--- src/rtl/wn_cordic_pkg.sv ---
// Shared CORDIC definitions: operating mode and the arctangent table.
package wn_cordic_pkg;

  typedef enum logic {
    MODE_ROT = 1'b0,
    MODE_VEC = 1'b1
  } cordic_mode_e;

  // atan(2^-i) as a binary angle where 2^32 is one full turn, rounded.
  function automatic logic [31:0] atan_turn32(input int i);
    logic [31:0] v;
    case (i)
      0:  v = 32'h2000_0000;
      1:  v = 32'h12E4_051E;
      2:  v = 32'h09FB_385B;
      3:  v = 32'h0511_11D4;
      4:  v = 32'h028B_0D43;
      5:  v = 32'h0145_D7E1;
      6:  v = 32'h00A2_F61E;
      7:  v = 32'h0051_7C55;
      8:  v = 32'h0028_BE53;
      9:  v = 32'h0014_5F2F;
      10: v = 32'h000A_2F98;
      11: v = 32'h0005_17CC;
      12: v = 32'h0002_8BE6;
      13: v = 32'h0001_45F3;
      14: v = 32'h0000_A2FA;
      15: v = 32'h0000_517D;
      16: v = 32'h0000_28BE;
      17: v = 32'h0000_145F;
      18: v = 32'h0000_0A30;
      19: v = 32'h0000_0518;
      20: v = 32'h0000_028C;
      21: v = 32'h0000_0146;
      22: v = 32'h0000_00A3;
      23: v = 32'h0000_0051;
      24: v = 32'h0000_0029;
      25: v = 32'h0000_0014;
      26: v = 32'h0000_000A;
      27: v = 32'h0000_0005;
      28: v = 32'h0000_0003;
      29: v = 32'h0000_0001;
      30: v = 32'h0000_0001;
      default: v = 32'h0000_0000;
    endcase
    return v;
  endfunction

  // atan(2^-i) rescaled to a dw-bit binary angle (2^dw = one turn), rounded.
  function automatic logic [31:0] atan_ba(input int i, input int dw);
    logic [32:0] r;
    logic [31:0] v;
    if (dw >= 32) begin
      v = atan_turn32(i);
    end else begin
      r = {1'b0, atan_turn32(i)} + (33'd1 << (31 - dw));
      v = 32'(r >> (32 - dw));
    end
    return v;
  endfunction

endpackage

--- src/rtl/wn_cordic_stage.sv ---
// One registered CORDIC micro-rotation at a fixed stage index.
module wn_cordic_stage
  import wn_cordic_pkg::*;
#(
  parameter int DW_DATA  = 16,
  parameter int DW_ANGLE = 16,
  parameter int DW_USER  = 8,
  parameter int IDX      = 0
) (
  input  logic                clk,
  input  logic                reset_n,
  input  logic                adv,
  input  logic                vld,
  input  logic                mode,
  input  logic [DW_DATA+1:0]  x,
  input  logic [DW_DATA+1:0]  y,
  input  logic [DW_ANGLE-1:0] z,
  input  logic [DW_USER-1:0]  user,
  output logic                vld_q,
  output logic                mode_q,
  output logic [DW_DATA+1:0]  x_q,
  output logic [DW_DATA+1:0]  y_q,
  output logic [DW_ANGLE-1:0] z_q,
  output logic [DW_USER-1:0]  user_q
);

  localparam int XW = DW_DATA + 2;
  localparam logic [DW_ANGLE-1:0] ATAN = DW_ANGLE'(atan_ba(IDX, DW_ANGLE));

  logic signed [XW-1:0] xs, ys, x_sh, y_sh, x_nx, y_nx;
  logic [DW_ANGLE-1:0]  z_nx;
  logic                 d_pos;

  assign xs   = $signed(x);
  assign ys   = $signed(y);
  assign x_sh = xs >>> IDX;
  assign y_sh = ys >>> IDX;

  // Direction: rotation drives z to zero, vectoring drives y to zero.
  always_comb begin
    d_pos = (mode == MODE_VEC) ? y[XW-1] : ~z[DW_ANGLE-1];
    if (d_pos) begin
      x_nx = xs - y_sh;
      y_nx = ys + x_sh;
      z_nx = z - ATAN;
    end else begin
      x_nx = xs + y_sh;
      y_nx = ys - x_sh;
      z_nx = z + ATAN;
    end
  end

  // Slot valid bit is the only reset state in the stage.
  always_ff @(posedge clk or negedge reset_n) begin
    if (!reset_n)  vld_q <= 1'b0;
    else if (adv)  vld_q <= vld;
  end

  // Data path registers advance with the pipeline and are never reset.
  always_ff @(posedge clk) begin
    if (adv) begin
      mode_q <= mode;
      x_q    <= x_nx;
      y_q    <= y_nx;
      z_q    <= z_nx;
      user_q <= user;
    end
  end

endmodule

--- src/rtl/wn_cordic_generic.sv ---
// Pipelined CORDIC: quadrant pre-rotation, NUM_ITER micro-rotations,
// saturating output register. Whole pipeline stalls on output backpressure.
module wn_cordic_generic
  import wn_cordic_pkg::*;
#(
  parameter int DW_DATA  = 16,
  parameter int DW_ANGLE = 16,
  parameter int NUM_ITER = 15,
  parameter int DW_USER  = 8
) (
  input  logic                            clk,
  input  logic                            reset_n,
  input  logic [DW_ANGLE+2*DW_DATA-1:0]   s_tdata,
  input  logic                            s_tvalid,
  output logic                            s_tready,
  input  logic                            s_tmode,
  input  logic [DW_USER-1:0]              s_tuser,
  output logic [DW_ANGLE+2*DW_DATA-1:0]   m_tdata,
  output logic                            m_tvalid,
  input  logic                            m_tready,
  output logic [DW_USER:0]                m_tuser,
  output logic                            error
);

  localparam int XW = DW_DATA + 2;
  localparam int ZM = DW_ANGLE - 1;
  localparam logic signed [XW-1:0] SAT_MAX = XW'((2 ** (DW_DATA - 1)) - 1);
  localparam logic signed [XW-1:0] SAT_MIN = -SAT_MAX;

  logic adv;

  // Index 0 is the pre-rotation register, index i+1 the output of stage i.
  logic [NUM_ITER:0]                vld_pipe;
  logic [NUM_ITER:0]                mode_p;
  logic [NUM_ITER:0][XW-1:0]        x_p, y_p;
  logic [NUM_ITER:0][DW_ANGLE-1:0]  z_p;
  logic [NUM_ITER:0][DW_USER-1:0]   user_p;

  logic                pr_vld, pr_mode;
  logic [XW-1:0]       pr_x, pr_y;
  logic [DW_ANGLE-1:0] pr_z;
  logic [DW_USER-1:0]  pr_user;

  logic [XW-1:0]       in_x, in_y, pre_x, pre_y;
  logic [DW_ANGLE-1:0] in_z, pre_z;

  logic [DW_DATA-1:0]  x_sat, y_sat;
  logic                x_clip, y_clip;
  logic                unused_mode;

  assign adv      = !m_tvalid || m_tready;
  assign s_tready = adv;

  assign in_x = {{2{s_tdata[DW_DATA-1]}}, s_tdata[DW_DATA-1:0]};
  assign in_y = {{2{s_tdata[2*DW_DATA-1]}}, s_tdata[2*DW_DATA-1:DW_DATA]};
  assign in_z = s_tdata[DW_ANGLE+2*DW_DATA-1:2*DW_DATA];

  // Fold the input into the right half-plane so the micro-rotations converge.
  always_comb begin
    pre_x = in_x;
    pre_y = in_y;
    pre_z = in_z;
    if (s_tmode == MODE_ROT) begin
      if (in_z[ZM] != in_z[ZM-1]) begin
        pre_x     = -in_x;
        pre_y     = -in_y;
        pre_z[ZM] = ~in_z[ZM];
      end
    end else begin
      pre_z = '0;
      if (in_x[XW-1]) begin
        pre_x     = -in_x;
        pre_y     = -in_y;
        pre_z[ZM] = 1'b1;
      end
    end
  end

  // Pre-rotation slot valid; cleared on reset so in-flight beats are dropped.
  always_ff @(posedge clk or negedge reset_n) begin
    if (!reset_n)  pr_vld <= 1'b0;
    else if (adv)  pr_vld <= s_tvalid;
  end

  // Pre-rotation data register.
  always_ff @(posedge clk) begin
    if (adv) begin
      pr_mode <= s_tmode;
      pr_x    <= pre_x;
      pr_y    <= pre_y;
      pr_z    <= pre_z;
      pr_user <= s_tuser;
    end
  end

  assign vld_pipe[0] = pr_vld;
  assign mode_p[0]   = pr_mode;
  assign x_p[0]      = pr_x;
  assign y_p[0]      = pr_y;
  assign z_p[0]      = pr_z;
  assign user_p[0]   = pr_user;

  for (genvar i = 0; i < NUM_ITER; i++) begin : g_stage
    wn_cordic_stage #(
      .DW_DATA  (DW_DATA),
      .DW_ANGLE (DW_ANGLE),
      .DW_USER  (DW_USER),
      .IDX      (i)
    ) u_stage (
      .clk    (clk),
      .reset_n(reset_n),
      .adv    (adv),
      .vld    (vld_pipe[i]),
      .mode   (mode_p[i]),
      .x      (x_p[i]),
      .y      (y_p[i]),
      .z      (z_p[i]),
      .user   (user_p[i]),
      .vld_q  (vld_pipe[i+1]),
      .mode_q (mode_p[i+1]),
      .x_q    (x_p[i+1]),
      .y_q    (y_p[i+1]),
      .z_q    (z_p[i+1]),
      .user_q (user_p[i+1])
    );
  end

  // Mode is not needed past the last micro-rotation.
  assign unused_mode = mode_p[NUM_ITER];

  // Symmetric clamp of the widened results back to DW_DATA bits.
  always_comb begin
    x_sat  = x_p[NUM_ITER][DW_DATA-1:0];
    y_sat  = y_p[NUM_ITER][DW_DATA-1:0];
    x_clip = 1'b0;
    y_clip = 1'b0;
    if ($signed(x_p[NUM_ITER]) > SAT_MAX) begin
      x_sat  = SAT_MAX[DW_DATA-1:0];
      x_clip = 1'b1;
    end else if ($signed(x_p[NUM_ITER]) < SAT_MIN) begin
      x_sat  = SAT_MIN[DW_DATA-1:0];
      x_clip = 1'b1;
    end
    if ($signed(y_p[NUM_ITER]) > SAT_MAX) begin
      y_sat  = SAT_MAX[DW_DATA-1:0];
      y_clip = 1'b1;
    end else if ($signed(y_p[NUM_ITER]) < SAT_MIN) begin
      y_sat  = SAT_MIN[DW_DATA-1:0];
      y_clip = 1'b1;
    end
  end

  // Output register, fully reset so nothing stale shows after reset.
  always_ff @(posedge clk or negedge reset_n) begin
    if (!reset_n) begin
      m_tvalid <= 1'b0;
      m_tdata  <= '0;
      m_tuser  <= '0;
    end else if (adv) begin
      m_tvalid <= vld_pipe[NUM_ITER];
      m_tdata  <= {z_p[NUM_ITER], y_sat, x_sat};
      m_tuser  <= {x_clip | y_clip, user_p[NUM_ITER]};
    end
  end

  // Sticky error once a clipped beat has actually been handed off.
  always_ff @(posedge clk or negedge reset_n) begin
    if (!reset_n)                                     error <= 1'b0;
    else if (m_tvalid && m_tready && m_tuser[DW_USER]) error <= 1'b1;
  end

endmodule

--- config.mk ---
export PLATFORM = sky130hd
export DESIGN_NAME = wn_cordic_generic
export DESIGN_NICKNAME = d
export VERILOG_FILES = /design/src/rtl/wn_cordic_pkg.sv /design/src/rtl/wn_cordic_stage.sv /design/src/rtl/wn_cordic_generic.sv
export SDC_FILE = /design/constraint.sdc
export NUM_CORES = 2
export LEC_CHECK = 0
export CAP_MARGIN = 5
export CORE_MARGIN = 10
export CORE_UTILIZATION = 40
export CTS_CLUSTER_DIAMETER = 100
export DETAILED_ROUTE_END_ITERATION = 16
export GPL_ROUTABILITY_DRIVEN = 0
export PLACE_DENSITY = 0.56
export SYNTH_ARGS = -nofsm -noshare
export SYNTH_HDL_FRONTEND = slang
export SYNTH_SLANG_ARGS = --single-unit
--- constraint.sdc ---
create_clock -name clk -period 118.4 [get_ports clk]
set_input_delay 35.52 -clock clk [delete_from_list [all_inputs] [get_ports clk]]
set_output_delay 35.52 -clock clk [all_outputs]
set_load 0.03 [all_outputs]
Word-level counts from Yosys, hierarchy flattened
Cells that the tools add are included.
- logic and storage cells: 294
- register bits after elaboration: 1050
- magnitude comparators: 4
- bitwise operators: 17
- eq/ne operators: 1
- muxes and demuxes: 77
- add/sub/neg operators: 91
- reduce and logical (&&, ||, !) cells: 4
- operators with widths (cell ; count):
    2-to-1 mux 18 bit ; 36
    2-to-1 mux 16 bit ; 19
    adder 18 x 10 -> 18 bit ; 2
    adder 18 x 11 -> 18 bit ; 2
    adder 18 x 12 -> 18 bit ; 2
    adder 18 x 13 -> 18 bit ; 2
    adder 18 x 14 -> 18 bit ; 2
    adder 18 x 15 -> 18 bit ; 2
    adder 18 x 16 -> 18 bit ; 2
    adder 18 x 17 -> 18 bit ; 2
    adder 18 x 4 -> 18 bit ; 2
    adder 18 x 5 -> 18 bit ; 2
    adder 18 x 6 -> 18 bit ; 2
    adder 18 x 7 -> 18 bit ; 2
    adder 18 x 8 -> 18 bit ; 2
    adder 18 x 9 -> 18 bit ; 2
    > comparator 18 x 16 -> 1 bit, second input constant ; 2
    less-than comparator 18 x 16 -> 1 bit, second input constant ; 2
    negation 18 bit ; 2
    subtractor 18 x 10 -> 18 bit ; 2
    subtractor 18 x 11 -> 18 bit ; 2
    subtractor 18 x 12 -> 18 bit ; 2
    subtractor 18 x 13 -> 18 bit ; 2
    subtractor 18 x 14 -> 18 bit ; 2
    46 further kinds ; 95

Logic depth before layout (Yosys ltp)
- depth after elaboration: 4
- mapped depth: 17
- depth with buffers taken out: 16

By module
A second synthesis with hierarchy kept.
- cells, all modules: 7539
- area total of the unflattened synthesis: 76492.1 sq um
- by module, submodules not included (module ; cells each ; times used ; sequential area each (sq um) ; area each (sq um)):
    wn_cordic_generic ; 458 ; 1 ; 3333.2 ; 5139.9
    wn_cordic_stage (g_stage[2].u_stage) ; 499 ; 1 ; 1856.8 ; 4999.8
    wn_cordic_stage (g_stage[10].u_stage) ; 502 ; 1 ; 1856.8 ; 4974.8
    wn_cordic_stage (g_stage[6].u_stage) ; 495 ; 1 ; 1856.8 ; 4848.4
    wn_cordic_stage (g_stage[13].u_stage) ; 506 ; 1 ; 1856.8 ; 4840.9
    wn_cordic_stage (g_stage[1].u_stage) ; 470 ; 1 ; 1856.8 ; 4774.6
    wn_cordic_stage (g_stage[3].u_stage) ; 466 ; 1 ; 1856.8 ; 4764.6
    wn_cordic_stage (g_stage[4].u_stage) ; 459 ; 1 ; 1856.8 ; 4745.8
    wn_cordic_stage (g_stage[14].u_stage) ; 467 ; 1 ; 1856.8 ; 4740.8
    wn_cordic_stage (g_stage[5].u_stage) ; 459 ; 1 ; 1856.8 ; 4717.0
    wn_cordic_stage (g_stage[8].u_stage) ; 459 ; 1 ; 1856.8 ; 4704.5
    wn_cordic_stage (g_stage[7].u_stage) ; 464 ; 1 ; 1856.8 ; 4698.3
    wn_cordic_stage (g_stage[11].u_stage) ; 458 ; 1 ; 1856.8 ; 4660.7
    wn_cordic_stage (g_stage[12].u_stage) ; 440 ; 1 ; 1856.8 ; 4635.7
    2 more rows ; - ; - ; - ; -

Worst setup path after synthesis
No wires, ideal clock.
- path kind: input -> output
- start point: in m_tready
- end point: out s_tready
- cell stages on the path: 4
- slack: 20.136 ns
- data arrival time: 62.744 ns
- buffers on the path: 3
- cell sequence: nand2b_1 clkbuf_1 clkbuf_1 buf_1
- word-level cells in the longest chain between the ends: 1
- ends and longest elaborated chain (item ; line ; RTL):
    start: declaration ; wn_cordic_generic.sv:20 ; input logic m_tready,
    logical OR 1 bit ; wn_cordic_generic.sv:51 ; assign adv = !m_tvalid || m_tready;
    end: declaration ; wn_cordic_generic.sv:15 ; output logic s_tready,
Every way passes these cells.

Worst setup path after layout
Same ends and word-level chain as after synthesis.

==> metrics.md <==
| Metric | Value |
|---|---|
| Sequential standard cell area | `0.0311 mm²` |
| Placement row count | `between 150 and 200` |
| Post-synthesis sequential element count | `roughly 1000` |
| Avg Vias per Cell | `roughly 5.4` |
| Placed wire-length estimate | `132000 µm` |
| Proportion of synthesized chip area in sequential cells | `0.423` |
| Detail Route Antenna Nets | `0` |
| Worst EP required | `82.88 ns` |
| Fraction of layout cells with a size suffix above 1 | `0.0490` |
| TritonCTS clock tree | `built` |
| Net count of the mapped netlist | `7958` |
| Crit path cell chain | `clkdlybuf4s50_1 > nand2b_4 > clkdlybuf4s50_1` |
| Worst Path Max Fanout | `32` |
| Worst min-delay path category | `reg -> reg` |
| Setup crit start kind | `primary input` |
| Max Clock Skew | `approximately 0.058 ns` |
| Number of I/O port buffers | `120` |
| Post-CTS setup buffers | `0` |
| Slowest cell delay on critical path | `0.86 ns` |
| Per-instance average area after synthesis | `10.4 µm²` |
| Combined area of all synthesized cells | `0.0736 mm²` |
| Compound-Gate Fraction of Synth Area | `0.179` |
| I/O pin count | `121` |
| Crit path buf inv count | `2` |
| Number of max-slew violations in the final report | `0` |
| Core footprint | `0.183 mm²` |
| Clock latency on the worst-skew pair | `0.77 ns` |
| Minimum period implied by the final worst setup slack | `~73 ns` |
| H-tree Lvls | `3` |
| Floorplan die area | `between 0.2 and 0.25 mm²` |
| First-iteration detailed-routing DRC count | `2829` |
| Worst Tran Pin Value | `around 1.2 ns` |
| Endpoint kind of the worst setup timing path | `primary output` |
| Total Routing Usage GR | `0.161` |
| Master cell of the clock root buffer | `sky130_fd_sc_hd__clkbuf_16` |
| Count of inserted antenna diode cells | `0` |
| Worst path slowest cell | `sky130_fd_sc_hd__clkdlybuf4s50_1` |
| DRC viols | `0` |
| Number of antenna violations at the first check in global routing | `0` |
| Proportion of synthesized area in mux cells | `0.0139` |
| Distinct cell type count of the synthesized netlist | `92` |
| Global-route wire length before repair | `between 200000 and 300000 µm` |
| Detailed-router iteration count before antenna repair | `5` |
| Dominant combinational cell family by area after synthesis | `compound AO/OA/AOI/OAI gates` |
| Synth-to-Final Area Change | `11.3%` |
| Die height | `around 450 µm` |
| Hold Violations, Final | `0` |
| Cell occurring most often along the worst timing path | `sky130_fd_sc_hd__clkdlybuf4s50_1` |
| Total of warnings raised by yosys | `0` |
| Buffer levels on the longest clock path | `3` |
| Setup violators final | `0` |
| Final Cycle Share | `0.615` |
| Fin nets | `8137` |
| Share of synthesized registers carrying an async set or reset | `0.0715` |
| Initial cell density of the core | `0.402` |
| Total Wirelength | `170000 µm` |
| Max_cap viols | `0` |
| Filler cell count | `17300` |
| Achievable clock frequency | `0.0137 GHz` |
| Number of flops mapped to enable cells by yosys | `974` |
| Die span in x | `449 µm` |
| WL per Instance | `~17 µm` |
| Remaining global-route overflow | `0` |
| Worst-case headroom to the max-slew limit | `0.193` |
| Main synth FF type | `sky130_fd_sc_hd__edfxtp_1` |
| Area used by multi-input combinational logic | `about 0.041 mm²` |
| Largest net degree at the start of global routing | `158` |
| Kind of cell adding the most delay to the critical path | `buffers and inverters` |
| Xor/xnor cell area share of the yosys netlist | `0.103` |
| Number of vias after detailed routing | `53000` |
| Vias in the first global route | `52400` |
| Data arrival time at the worst-slack endpoint | `37.27 ns` |
| TritonCTS Buffers | `120` |
| Setup TNS | `0 ns` |
| CTS Sinks | `1049` |
| Unrepaired setup endpoints after global routing | `no` |
| Result of the run | `complete, no violations` |
| Critical setup path kind | `in -> out` |
| Simple-gate share of the synthesized area | `0.111` |
| Cells resized by post-CTS repair | `0` |
| Number of buffers inserted for hold repair after clock tree synthesis | `0` |
| Number of instances in the synthesized netlist | `7067` |
| Clock input transition at the sequential cells of the worst setup and hold paths | `around 0.060 ns` |
| Adder and majority gate portion of the synthesized area | `0.146` |
## placed cells by master, fill, tap and decap left out, types with 73 or more instances in the layout
cell,instances
sky130_fd_sc_hd__a211oi_1,87
sky130_fd_sc_hd__a21o_1,235
sky130_fd_sc_hd__a21oi_1,710
sky130_fd_sc_hd__a31oi_1,73
sky130_fd_sc_hd__clkbuf_16,120
sky130_fd_sc_hd__clkdlybuf4s50_1,119
sky130_fd_sc_hd__dfrtp_1,75
sky130_fd_sc_hd__edfxtp_1,974
sky130_fd_sc_hd__ha_1,784
sky130_fd_sc_hd__inv_1,375
sky130_fd_sc_hd__nand2_1,352
sky130_fd_sc_hd__nand2b_1,106
sky130_fd_sc_hd__nand3_1,98
sky130_fd_sc_hd__nor2_1,554
sky130_fd_sc_hd__nor2b_1,92
sky130_fd_sc_hd__nor3_1,182
sky130_fd_sc_hd__o21a_1,99
sky130_fd_sc_hd__o21ai_0,334
sky130_fd_sc_hd__o31ai_1,73
sky130_fd_sc_hd__xnor2_1,603
sky130_fd_sc_hd__xor2_1,263
## final timing paths
kind                                               from                            to  cells after the start  slack (ns)
setup / recovery                               m_tready                      s_tready                      3       45.61
hold / removal             g_stage[7].u_stage.user_q[4]  g_stage[8].u_stage.user_q[4]                      0        0.40
setup reg to reg                               m_tvalid     g_stage[3].u_stage.z_q[7]                      8      111.41
hold reg to reg            g_stage[7].u_stage.user_q[4]  g_stage[8].u_stage.user_q[4]                      0        0.40
max in group asynchronous                       reset_n      g_stage[6].u_stage.vld_q                      2       82.73
min in group asynchronous                       reset_n                   m_tdata[46]                      1       34.62
## through the flow
step | instances | hold WS [ns] | setup slack (ns) | util | instance area (µm²)
after global placement | 9588 | 0.401 | 45.55 | 0.425 | 77800
final | 9810 | 0.402 | 45.61 | 0.447 | 81900
after global routing | 9810 | 0.411 | 45.47 | 0.447 | 81900
after detailed placement | 9588 | 0.405 | 45.56 | 0.425 | 77800
after floorplan | 7067 | 0.400 | 20.14 | - | 73600
after CTS | 9810 | 0.402 | 45.55 | 0.447 | 81900
## final cells by class
class | count | area share
inverter | 381 | 0.0175
tap | 2464 | 0.0376
timing repair buffer | 153 | 0.0178
multi-input combinational | 5541 | 0.497
clock buffer | 144 | 0.0382
clock inverter | 78 | 0.0119
sequential | 1049 | 0.380
## cell usage after synthesis (all sizes together), types with 87 or more instances
cell	n	area (µm²)
a21o	235	1760
nand2b	107	669
nor3	182	911
nand3	98	490
a21oi	713	3570
edfxtp	974	29200
a211oi	87	653
xnor2	603	5280
xor2	263	2300
nand2	352	1320
o21ai	338	1690
ha	784	9810
o21a	99	743
nor2b	92	576
nor2	554	2080
inv	377	1420
## routing by layer
| layer | wire length [µm] | global-route usage | part of all wire |
|---|---|---|---|
| met1 | 70000 | 0.182 | 0.41 |
| met2 | 86000 | 0.300 | 0.51 |
| met3 | 5180 | 0.0199 | 0.031 |
| met4 | 8360 | 0.0752 | 0.049 |
| met5 | 0 | 0 | 0 |
## cell families after synthesis
logic type | after synthesis
AOI/OAI and AO/OA | 2053
and+or+nand+nor | 1699
DFF | 1049
xor gates and xnor gates | 866
adders and majority gates | 830
buffers and inverters | 477
muxes | 93
## registers in the layout, indices dropped and copies added (netlist names), 14 cells and up
name                    flops
g_stage.u_stage.y_q       270
g_stage.u_stage.x_q       269
g_stage.u_stage.z_q       240
g_stage.u_stage.user_q    120
m_tdata                    48
pr_x                       18
pr_y                       18
pr_z                       16
g_stage.u_stage.vld_q      15
g_stage.u_stage.mode_q     14
Power is not shown: default switching activity piles up to over one toggle a cycle in this logic, so the estimate is an artifact.
